<file path="src/rtl/fetch_stage_pkg.sv">
// fetch_stage_pkg: opcode constants, the NOP word and the fetch FSM
// state encoding shared by fetch_stage and its IF/ID register.
package fetch_stage_pkg;

    localparam logic [6:0] OPC_RTYPE  = 7'b0110011;
    localparam logic [6:0] OPC_ITYPE  = 7'b0010011;
    localparam logic [6:0] OPC_LOAD   = 7'b0000011;
    localparam logic [6:0] OPC_STORE  = 7'b0100011;
    localparam logic [6:0] OPC_BRANCH = 7'b1100011;

    localparam logic [31:0] NOP_INSTR = 32'h00000013;

    typedef enum logic [2:0] {
        S_IDLE,
        S_REQ,
        S_WAIT,
        S_HOLD,
        S_DRAIN
    } fetch_state_e;

endpackage

</file>
<file path="src/rtl/fetch_stage_if_id_reg.sv">
// if_id_reg: IF/ID pipeline register with load, stall and flush controls.
// Ports: clk, rst, flush_i, load_i, stall_i, pc_i, instr_i -> valid_o, pc_o, instr_o, opcode_o.
module if_id_reg
    import fetch_stage_pkg::*;
#(
    parameter int XLEN = 64
) (
    input  logic            clk,
    input  logic            rst,
    input  logic            flush_i,
    input  logic            load_i,
    input  logic            stall_i,
    input  logic [XLEN-1:0] pc_i,
    input  logic [31:0]     instr_i,
    output logic            valid_o,
    output logic [XLEN-1:0] pc_o,
    output logic [31:0]     instr_o,
    output logic [6:0]      opcode_o
);

    logic            valid_q, valid_d;
    logic [XLEN-1:0] pc_q, pc_d;
    logic [31:0]     instr_q, instr_d;

    // Flush beats load; an unstalled valid entry is consumed by decode.
    always_comb begin
        valid_d = valid_q;
        pc_d    = pc_q;
        instr_d = instr_q;
        if (flush_i) begin
            valid_d = 1'b0;
        end else if (load_i) begin
            valid_d = 1'b1;
            pc_d    = pc_i;
            instr_d = instr_i;
        end else if (!stall_i) begin
            valid_d = 1'b0;
        end
    end

    always_ff @(posedge clk) begin
        if (rst) begin
            valid_q <= 1'b0;
            pc_q    <= '0;
            instr_q <= NOP_INSTR;
        end else begin
            valid_q <= valid_d;
            pc_q    <= pc_d;
            instr_q <= instr_d;
        end
    end

    assign valid_o  = valid_q;
    assign pc_o     = pc_q;
    assign instr_o  = instr_q;
    assign opcode_o = valid_q ? instr_q[6:0] : 7'b0;

endmodule

</file>
<file path="src/rtl/fetch_stage.sv">
// fetch_stage: PC + one-outstanding imem fetch FSM feeding the IF/ID register.
// Ports: clk, rst, redirect_*, id_stall, imem_req_*, imem_resp_*, if_id_*;
// macro FETCH_PERF_EN adds perf_fetch_count / perf_flush_count.
module fetch_stage
    import fetch_stage_pkg::*;
#(
    parameter int              XLEN     = 64,
    parameter logic [XLEN-1:0] RESET_PC = '0
) (
    input  logic            clk,
    input  logic            rst,
    input  logic            redirect_valid,
    input  logic [XLEN-1:0] redirect_pc,
    input  logic            id_stall,
    output logic            imem_req_valid,
    input  logic            imem_req_ready,
    output logic [XLEN-1:0] imem_req_addr,
    input  logic            imem_resp_valid,
    input  logic [31:0]     imem_resp_data,
    output logic            if_id_valid,
    output logic [XLEN-1:0] if_id_pc,
    output logic [31:0]     if_id_instr,
    output logic [6:0]      if_id_opcode
`ifdef FETCH_PERF_EN
    ,
    output logic [31:0]     perf_fetch_count,
    output logic [31:0]     perf_flush_count
`endif
);

    fetch_state_e    state_q, state_d;
    logic [XLEN-1:0] pc_q, pc_d;
    logic [XLEN-1:0] req_pc_q, req_pc_d;
    logic [XLEN-1:0] hold_pc_q, hold_pc_d;
    logic [31:0]     hold_instr_q, hold_instr_d;

    logic            accept;
    logic            in_flight;
    logic            ld;
    logic [XLEN-1:0] ld_pc;
    logic [31:0]     ld_instr;

    assign accept = !if_id_valid || !id_stall;

    // A response arriving this cycle retires the request, so only a
    // request still unanswered after this edge needs draining.
    assign in_flight = (state_q == S_REQ && imem_req_ready)
                    || ((state_q == S_WAIT || state_q == S_DRAIN)
                        && !imem_resp_valid);

    always_ff @(posedge clk) begin
        if (rst) begin
            state_q      <= S_IDLE;
            pc_q         <= RESET_PC;
            req_pc_q     <= '0;
            hold_pc_q    <= '0;
            hold_instr_q <= NOP_INSTR;
        end else begin
            state_q      <= state_d;
            pc_q         <= pc_d;
            req_pc_q     <= req_pc_d;
            hold_pc_q    <= hold_pc_d;
            hold_instr_q <= hold_instr_d;
        end
    end

    always_comb begin
        state_d      = state_q;
        pc_d         = pc_q;
        req_pc_d     = req_pc_q;
        hold_pc_d    = hold_pc_q;
        hold_instr_d = hold_instr_q;
        unique case (state_q)
            S_IDLE: state_d = S_REQ;
            S_REQ: begin
                if (imem_req_ready) begin
                    req_pc_d = pc_q;
                    pc_d     = pc_q + XLEN'(4);
                    state_d  = S_WAIT;
                end
            end
            S_WAIT: begin
                if (imem_resp_valid) begin
                    if (accept) begin
                        state_d = S_REQ;
                    end else begin
                        hold_pc_d    = req_pc_q;
                        hold_instr_d = imem_resp_data;
                        state_d      = S_HOLD;
                    end
                end
            end
            S_HOLD: begin
                if (!id_stall) begin
                    state_d = S_REQ;
                end
            end
            S_DRAIN: begin
                if (imem_resp_valid) begin
                    state_d = S_REQ;
                end
            end
            default: state_d = S_IDLE;
        endcase
        // Leaving S_HOLD is what empties the hold buffer.
        if (redirect_valid) begin
            pc_d    = redirect_pc & ~XLEN'(3);
            state_d = in_flight ? S_DRAIN : S_REQ;
        end
    end

    always_comb begin
        imem_req_valid = (state_q == S_REQ);
        ld             = 1'b0;
        ld_pc          = req_pc_q;
        ld_instr       = imem_resp_data;
        if (state_q == S_WAIT && imem_resp_valid && accept) begin
            ld = !redirect_valid;
        end
        if (state_q == S_HOLD && !id_stall) begin
            ld       = !redirect_valid;
            ld_pc    = hold_pc_q;
            ld_instr = hold_instr_q;
        end
    end

    assign imem_req_addr = pc_q;

    if_id_reg #(
        .XLEN(XLEN)
    ) u_if_id (
        .clk      (clk),
        .rst      (rst),
        .flush_i  (redirect_valid),
        .load_i   (ld),
        .stall_i  (id_stall),
        .pc_i     (ld_pc),
        .instr_i  (ld_instr),
        .valid_o  (if_id_valid),
        .pc_o     (if_id_pc),
        .instr_o  (if_id_instr),
        .opcode_o (if_id_opcode)
    );

`ifdef FETCH_PERF_EN
    logic [31:0] perf_fetch_q;
    logic [31:0] perf_flush_q;

    always_ff @(posedge clk) begin
        if (rst) begin
            perf_fetch_q <= '0;
            perf_flush_q <= '0;
        end else begin
            if (ld) begin
                perf_fetch_q <= perf_fetch_q + 32'd1;
            end
            if (redirect_valid) begin
                perf_flush_q <= perf_flush_q + 32'd1;
            end
        end
    end

    assign perf_fetch_count = perf_fetch_q;
    assign perf_flush_count = perf_flush_q;
`endif

endmodule

</file>
<file path="config.mk">
export PLATFORM = sky130hd
export DESIGN_NAME = fetch_stage
export DESIGN_NICKNAME = d
export VERILOG_FILES = /design/src/rtl/fetch_stage_pkg.sv /design/src/rtl/fetch_stage_if_id_reg.sv /design/src/rtl/fetch_stage.sv
export SDC_FILE = /design/constraint.sdc
export NUM_CORES = 1
export LEC_CHECK = 0
export BUFFER_PORTS_ARGS = -buffer_cell sky130_fd_sc_hd__buf_2
export CAP_MARGIN = 10
export CORE_MARGIN = 3
export CORE_UTILIZATION = 45
export CTS_BUF_LIST = sky130_fd_sc_hd__clkbuf_8
export DETAILED_ROUTE_END_ITERATION = 7
export PLACE_DENSITY = 0.63
export SETUP_SLACK_MARGIN = 0.02
export SLEW_MARGIN = 15
export SYNTH_ARGS = -nofsm -noshare
export SYNTH_HDL_FRONTEND = slang
export SYNTH_SLANG_ARGS = --single-unit
</file>
<file path="constraint.sdc">
create_clock -name clk -period 3.3 [get_ports clk]
set_input_delay 0.66 -clock clk [delete_from_list [all_inputs] [get_ports clk]]
set_output_delay 0.66 -clock clk [all_outputs]
set_load 0.1 [all_outputs]
</file>
### Yosys cells after proc, flatten, opt, wreduce, memory -nomap -nowiden

Index checks and enable logic that the tools add are counted.

| cells by class | value |
|---|---|
| add/sub/neg operators | 1 |
| equality and inequality tests | 9 |
| muxes and demuxes | 18 |
| bitwise logic cells | 2 |
| reduce and logical (&&, ||, !) cells | 21 |

Operators with widths:

| kind | count |
|---|---|
| $mux 64 | 4 |
| $add 64x3->64 const B | 1 |
| $mux 32 | 1 |
| $mux 3 | 6 |
| $pmux 3 s5 | 1 |
| $ne 3x3->1 const B | 3 |
| $mux 7 | 1 |
| $eq 3x2->1 const B | 2 |
| $reduce_and 2->1 | 3 |
| $logic_and 1x1->1 | 5 |
| $logic_not 1->1 | 4 |
| $mux 1 | 4 |
| $reduce_and 4->1 | 1 |
| $reduce_bool 2->1 | 2 |
| $eq 3x1->1 const B | 1 |
| $eq 3x3->1 const B | 1 |
| $logic_not 3->1 | 1 |
| $logic_or 1x1->1 | 3 |
| $ne 3x2->1 const B | 1 |
| $reduce_and 3->1 | 1 |
| $mux 2 | 1 |
| $ne 2x1->1 const B | 1 |
| $not 1->1 | 2 |
| $reduce_or 2->1 | 1 |

| storage, ports and cells | value |
|---|---|
| register bits | 324 |
| input bits | 102 |
| word-level logic and storage cells | 60 |

### Longest topological paths before layout

Gate-level depths: netlist of the first run.

| logic depth | value |
|---|---|
| depth in word-level cells | 6 |
| mapped depth | 9 |
| mapped depth without buffers | 6 |

### Modules after synthesis

From an unflattened synthesis of the first run, not the netlist that was laid out.

| second synthesis, totals | value |
|---|---|
| cells, all modules | 1,698 |
| area, all modules | 14,569.0 um2 |

Modules (own cells, without submodules):

| module | times used | cells an instance | area an instance (um2) | seq. area each (um2) |
|---|---|---|---|---|
| fetch_stage | 1 | 1,252 | 10,171.0 | 4,424.2 |
| if_id_reg | 1 | 446 | 4,398.0 | 1,941.9 |

### Worst setup path after synthesis of the first run

Ideal clock, no wire load.

| path | value |
|---|---|
| path kind | register -> output |
| from | register state_q[0] |
| to | output port imem_req_valid |
| data arrival time | 2.770 ns |
| required time | 2.640 ns |
| path slack | -0.130 ns |
| stages on the path, launching flop included | 3 |
| buffers on the path | 1 |
| cell sequence | dfxtp_1 clkbuf_1 nor3b_1 |

| between the ends | value |
|---|---|
| word-level cells in the longest chain between the ends | 1 |

RTL lines:

| what | RTL line | source |
|---|---|---|
| start, declared | fetch_stage.sv:31 | `fetch_state_e state_q, state_d;` |
| start signal, assigned | fetch_stage.sv:59 | `state_q <= state_d;` |
| $eq 3x1->1 | fetch_stage.sv:113 | `imem_req_valid = (state_q == S_REQ);` |
| end, declared | fetch_stage.sv:15 | `output logic imem_req_valid,` |

No other way between the ends.

### Final worst setup path of the first run

| path | value |
|---|---|
| from | register state_q[0] |
| to | register pc_q[59] (netlist: imem_req_addr[59]) |

| between the ends | value |
|---|---|
| word-level cells in the longest chain between the ends | 3 |

RTL lines:

| what | RTL line | source |
|---|---|---|
| $eq 3x1->1 | fetch_stage.sv:73 | `unique case (state_q)` |
| $reduce_bool 2->1 (no source line) | -- |  |
| $reduce_and 2->1 (no source line) | -- |  |
| end signal, assigned | fetch_stage.sv:60 | `pc_q <= pc_d;` |
| end, declared | fetch_stage.sv:32 | `logic [XLEN-1:0] pc_q, pc_d;` |

No other way between the ends.
A chain may end at the register's enable or synchronous reset.

==> results of run 1 <==
flip-flops by register name (all words and copies together) (netlist names):
signal	flops
hold_pc_q	62
imem_req_addr	62
req_pc_q	62
u_if_id.pc_o	62
hold_instr_q	32
u_if_id.instr_o	32
state_q	3
u_if_id.valid_o	1
metrics by stage:
stage          utilization [%]  power (uW)  setup WS [ps]  hold slack [ps]  cells
6_report                 54.86        8609          761.6            325.7   2293
5_1_grt                  54.86        8948          496.6            310.8   2293
4_1_cts                  54.85        8693          764.7            293.3   2292
3_5_place_dp             51.16        5189          561.2            446.3   2194
3_3_place_gp             51.16        5181          578.8            441.0   2194
2_1_floorplan                -        4911          274.0            436.0   1652
tightest hold or removal path, cell delays in order:
cell	delay, ps
buf_2	90
nand2_1	40
nand3_1	60
where the power goes:
| group | leakage (uW) | total [uW] | switching (uW) | internal [uW] |
|---|---|---|---|---|
| Clock | 0.000632 | 3500 | 1590 | 1920 |
| Combinational | 0.00269 | 1070 | 840 | 227 |
| Sequential | 0.00256 | 4040 | 129 | 3910 |
| Total | 0.00589 | 8610 | 2560 | 6050 |
cell usage after synthesis (all sizes together), types with 2 or more instances:
master	instances	area share [%]
a311o	2	0.15
o211a	2	0.15
and2	18	0.84
nor4b	3	0.19
a21oi	164	6.0
dfxtp	316	46
or4	3	0.19
a31oi	2	0.092
a311oi	12	0.77
o21ai	11	0.40
nor2	150	4.1
and4	15	0.98
xnor2	26	1.7
nor4	25	1.3
inv	14	0.39
a211o	2	0.13
or2	2	0.092
buf	39	1.5
nor4bb	3	0.22
mux2i	98	7.2
nand3	29	1.1
or3	9	0.41
nand2b	4	0.18
nand3b	2	0.11
o2111a	2	0.17
and4b	2	0.15
a211oi	121	6.7
nor3b	6	0.33
nand4	29	1.3
nand2	360	10
a2111oi	8	0.51
nor3	21	0.77
o211ai	6	0.33
nor2b	7	0.32
and3	14	0.64
xor2	7	0.45
clkbuf	101	2.8
how the worst max path moves through the flow:
stage | start | to | slack (ps) | cells after the start
floorplan | imem_req_addr[2] | imem_req_addr[46] | 270 | 7
global placement | imem_req_ready | imem_req_addr[46] | 580 | 6
detailed placement | imem_req_ready | imem_req_addr[46] | 560 | 6
CTS | imem_req_addr[2] | imem_req_addr[46] | 760 | 7
global route | imem_req_addr[4] | imem_req_addr[50] | 500 | 6
finish | state_q[0] | imem_req_addr[59] | 760 | 6
area by class of cell:
class                      count  share of cell area (%)
inverter                      14                  0.3224
tap                          390                   2.993
multi-input combinational   1182                   41.30
sequential                   316                   38.81
timing repair buffer         292                   9.840
clock inverter                27                  0.7291
antenna                        1                 0.01535
clock buffer                  71                   5.994
kinds of logic (layout without fill, tap and decap cells):
| kind of cell | Yosys count | count (layout) |
|---|---|---|
| other | 1 | 5 |
| XOR/XNOR | 33 | 33 |
| flip-flops | 316 | 316 |
| AO/OA/AOI/OAI | 342 | 342 |
| AND/OR/NAND/NOR | 704 | 704 |
| buffers and inverters | 154 | 404 |
| multiplexers | 98 | 98 |
| adder cells (fa/ha/maj) | 1 | 1 |
layer usage:
layer,part of all wire (%),up-vias,global-route usage [%]
met5,0.033,-,0
met4,2.3,2,7.085
met1,46,5803,32.40
met3,6.8,56,4.593
li1,-,6218,-
met2,45,406,35.94
==> summary.txt, run 1 <==
crit-path cells - and4b_1 -> nand4_1 -> nor4_2 -> buf_4 -> a2111oi_0 -> a311o_1
vias - 12490
number of max-cap violations - 0
Top Family by Delay on Critical Path - simple AND/OR/NAND/NOR gates
reg2reg setup slack - 760 ps
synthesis-stage register bit count - 316
grt ovf - 0
area of the multi-input gates - 6733 um2
Tmin final - 2538 ps
clk_lat worst skew - 580 ps
slowest CP cell - dfxtp_1
CP Capture Type - register
critical path startpoint category - register
area grow syn2layout - 19.74%
Synth warnings - 0
layout cells sized above 1 - 20.50%
Tcrit/Tclk final - 76.92%
Synth Cell Area - 13610 um2
min-delay worst type - input port to register
All-Layer GR Usage - 23.06%
Worst path max stage delay - 540 ps
CTS-repair resized insts - 0
XOR/XNOR Fraction of Synth Area - 2.123%
Reg2Reg Launch Point - state_q[0]
Detail Placement HPWL - 26100 um
Buf+Inv Stages, Crit Path - 1
number of global-route vias before repair - 11510
CP arrival - 3010 ps
drt total wl - 39320 um
drt first pass iters - 5
sequential area share after synthesis - 46.47%
Hold Crit Start - imem_resp_data[1]
largest family of logic cells by synthesized area - simple AND/OR/NAND/NOR gates
simple-gate portion of the synthesized area - 23.40%
register area - 6326 um2
Post-synth EDFFs - 0
crit-path max FO - 12
Num CTS Buffers - 54
reg2reg path depth - 6
Via density - 5.445
Gate Count Post-Synth - 1649
Avg Inst Size Synth - 8.256 um2
compound-cell area share of the yosys netlist - 16.03%
Adder-Cell Fraction of Synth Area - 0.09190%
DRT iter0 DRCs - 769
die height - 179.9 um
Routability Congestion - 0.8426
core area - 29720 um2
initial core utilization - 45.81%
Worst-path clk slew - 60 ps
DRC errors left - 0
Worst EP required - 3770 ps
commonest non-fill, non-tap cell in the layout - nand2_1
antenna violations before repair - 2
Pleak - 0.005891 uW
placed cell area - 15200 um2
IO buf count - 264
worst vdd ir - 318.2 uV
Worst Hold Depth - 3
WL per Instance - 17.15 um
first-pass GRT wire length - 62200 um
Final Hold Fails - 0
CTS max path bufs - 3
Synth async-reset ratio - 0%
Netlist cell types - 59
FP Rows - 63
post-route ant nets - 0
# H-tree levels - 2
Fin Setup TNS - 0 ps
Rel. slew slack - 36.17%
IO Pins - 271
worst-margin pin slew - 957.5 ps
Worst Hold Endpoint - hold_instr_q[1]
Root Buffer - clkbuf_8
R2R Path End - imem_req_addr[59]
Die Area - 32380 um2
commonest cells after routing, fill and taps aside - nand2_1 (358), dfxtp_1 (316), buf_2 (263)
Post-CTS Setup Bufs - 0
layout net count - 1963
final-report setup violation count - 0
Setup Crit Path Kind - register to register
Pins Over Slew Limit - 0
Clock Sinks - 316
status - completed
hold buffer count at cts - 0
Filler cells - 2860
Max Clk Rate - 394.0 MHz
die span in x - 179.9 um
design area - 16300 um2
CTS tree - built
commonest register cell after synthesis - dfxtp_1
largest net degree at the start of global routing - 96
pwr dens - 528.1 nW/um2
Worst Skew - 19.54 ps
setup repair after global routing missed its margin - false
post-synthesis mux area share - 7.205%
(Power assumes the default switching activity.)
==> inputs of run 2 (changes only) <==
Settings changed: PLACE_DENSITY 0.63 to 0.66.
Clock period 3.3 ns to 2.15 ns, I/O delays scaled along.
==> summary.txt, run 2 (synthesized netlist as in run 1, its figures left out) <==
drt first pass iters - 5 (unchanged)
DRT iter0 DRCs - 964 (+25%)
placed cell area - 15850 um2 (+4.3%)
Routability Congestion - 0.8964 (+6.4%)
Hold Crit Start - imem_resp_data[1]
WL per Instance - 17.16 um (about the same)
Setup Crit Path Kind - register to register
pwr dens - 769.9 nW/um2 (+46%)
CP Capture Type - register
worst vdd ir - 471.9 uV (+48%)
Placed Cells - 2244 (+2.3%)
Worst-path clk slew - 60 ps (about the same)
reg2reg setup slack - 40 ps (-720 ps)
Worst Skew - 22.84 ps (+3.292 ps)
Reg2Reg Launch Point - imem_req_addr[2]
Final Hold Fails - 0 (unchanged)
critical path startpoint category - register
Root Buffer - clkbuf_8
Die Area - 32380 um2 (unchanged)
Worst Hold Endpoint - hold_instr_q[1]
final-report setup violation count - 0 (unchanged)
R2R Path End - imem_req_addr[46]
min-delay worst type - input port to register
largest net degree at the start of global routing - 95 (-1.0%)
layout cells sized above 1 - 26.08% (+5.6 points)
DRC errors left - 0 (unchanged)
Pins Over Slew Limit - 0 (unchanged)
layout net count - 2019 (+2.9%)
status - completed
Tmin final - 2111 ps (-426.9 ps)
FP Rows - 63 (unchanged)
IO Pins - 271 (unchanged)
CTS tree - built
Clock Sinks - 316 (unchanged)
die height - 179.9 um (unchanged)
Max Clk Rate - 473.6 MHz (+20%)
post-route ant nets - 0 (unchanged)
first-pass GRT wire length - 63100 um (+1.5%)
grt ovf - 0 (unchanged)
reg2reg path depth - 6 (unchanged)
IO buf count - 264 (unchanged)
core area - 29720 um2 (unchanged)
area grow syn2layout - 25.29%
Num CTS Buffers - 53 (-1.9%)
setup repair after global routing missed its margin - true
Rel. slew slack - 47.76% (+12 points)
Worst EP required - 2620 ps (-1150 ps)
design area - 17060 um2 (+4.6%)
Via density - 5.434 (-0.19%)
drt total wl - 40350 um (+2.6%)
All-Layer GR Usage - 23.35% (+0.29 points)
CP arrival - 2580 ps (-430 ps)
dpl ws - -5.078 ps (-566.3 ps)
Tcrit/Tclk final - 98.21% (+21 points)
worst-margin pin slew - 783.6 ps (-173.9 ps)
clk_lat worst skew - 570 ps (about the same)
die span in x - 179.9 um (unchanged)
crit-path max FO - 5 (-7)
initial core utilization - 45.81% (unchanged)
number of max-cap violations - 0 (unchanged)
CTS max path bufs - 3 (unchanged)
vias - 12780 (+2.3%)
Worst Hold Depth - 3 (unchanged)
commonest cells after routing, fill and taps aside - nand2_1 (358), dfxtp_1 (260), buf_2 (258)
Detail Placement HPWL - 27570 um (+5.6%)
# H-tree levels - 2 (unchanged)
antenna violations before repair - 4 (+2)
final worst setup slack - 38.55 ps (-723.1 ps)
number of global-route vias before repair - 11920 (+3.6%)
Final Instance Count excl. Fillers - 2351 (+2.5%)
Pleak - 0.006242 uW (+6.0%)
commonest non-fill, non-tap cell in the layout - nand2_1
-- run 2: cell type report --
class                           instances  area (um2)
Fill cell                            2788       12660
Sequential cell                       316        6494
Tap cell                              390       488.0
Clock buffer                           65       894.6
Timing Repair Buffer                  349        2161
Inverter                               14       52.55
Multi-Input combinational cell       1182        6802
Clock inverter                         33       161.4
Antenna cell                            2       5.005
-- run 2: how the worst max path moves through the flow --
stage / to / from / slack, ps
5_1_grt: imem_req_addr[46] / imem_req_addr[2] / -50
6_report: imem_req_addr[46] / imem_req_addr[2] / 40
4_1_cts: u_if_id.instr_o[3] / state_q[1] / 8
3_3_place_gp: imem_req_addr[46] / imem_req_ready / -30
2_1_floorplan: imem_req_addr[46] / imem_req_addr[2] / -120
3_5_place_dp: imem_req_addr[46] / imem_req_ready / -5
-- run 2: critical path, stage by stage, from the launching register on --
cell and delay, ps:
dfxtp_4 390, ha_4 130, and4_1 180, nand4_1 170, or4_4 600, or3_1 310
a311oi_1 240
-- run 2: report_power, final --
group          internal, uW  switching, uW  total [uW]
clock network          2840           2390        5230
registers              5990            186        6180
logic                   397           1330        1720
-- run 2: repair_timing --
item,in CTS,in global routing
hold buffers,0,0
cloned,0,1
endpoints found under the setup margin,2,160
gates resized for setup,2,18
setup buffers,0,6
pin swaps,0,8
-- run 2: metal layers --
layer / part of all wire (%) / vias up / global-route usage (%)
met4: 1.9 / 4 / 5.631
li1: - / 6309 / -
met5: 0.067 / - / 0
met2: 47 / 426 / 38.52
met1: 44 / 5973 / 31.01
met3: 7.4 / 64 / 5.726
-- run 2: stage by stage --
step                      util [%]  total power (uW)  setup TNS (ps)  hold slack [ps]
after CTS                    56.92             13240               0            56.45
after detailed placement     53.35              8007          -5.078            446.1
after global placement       53.35              7986          -26.35            440.7
after floorplan                  -              7537          -185.0            436.0
final                        57.40             13130               0            86.94
after global routing         57.40             13620          -60.80            91.48
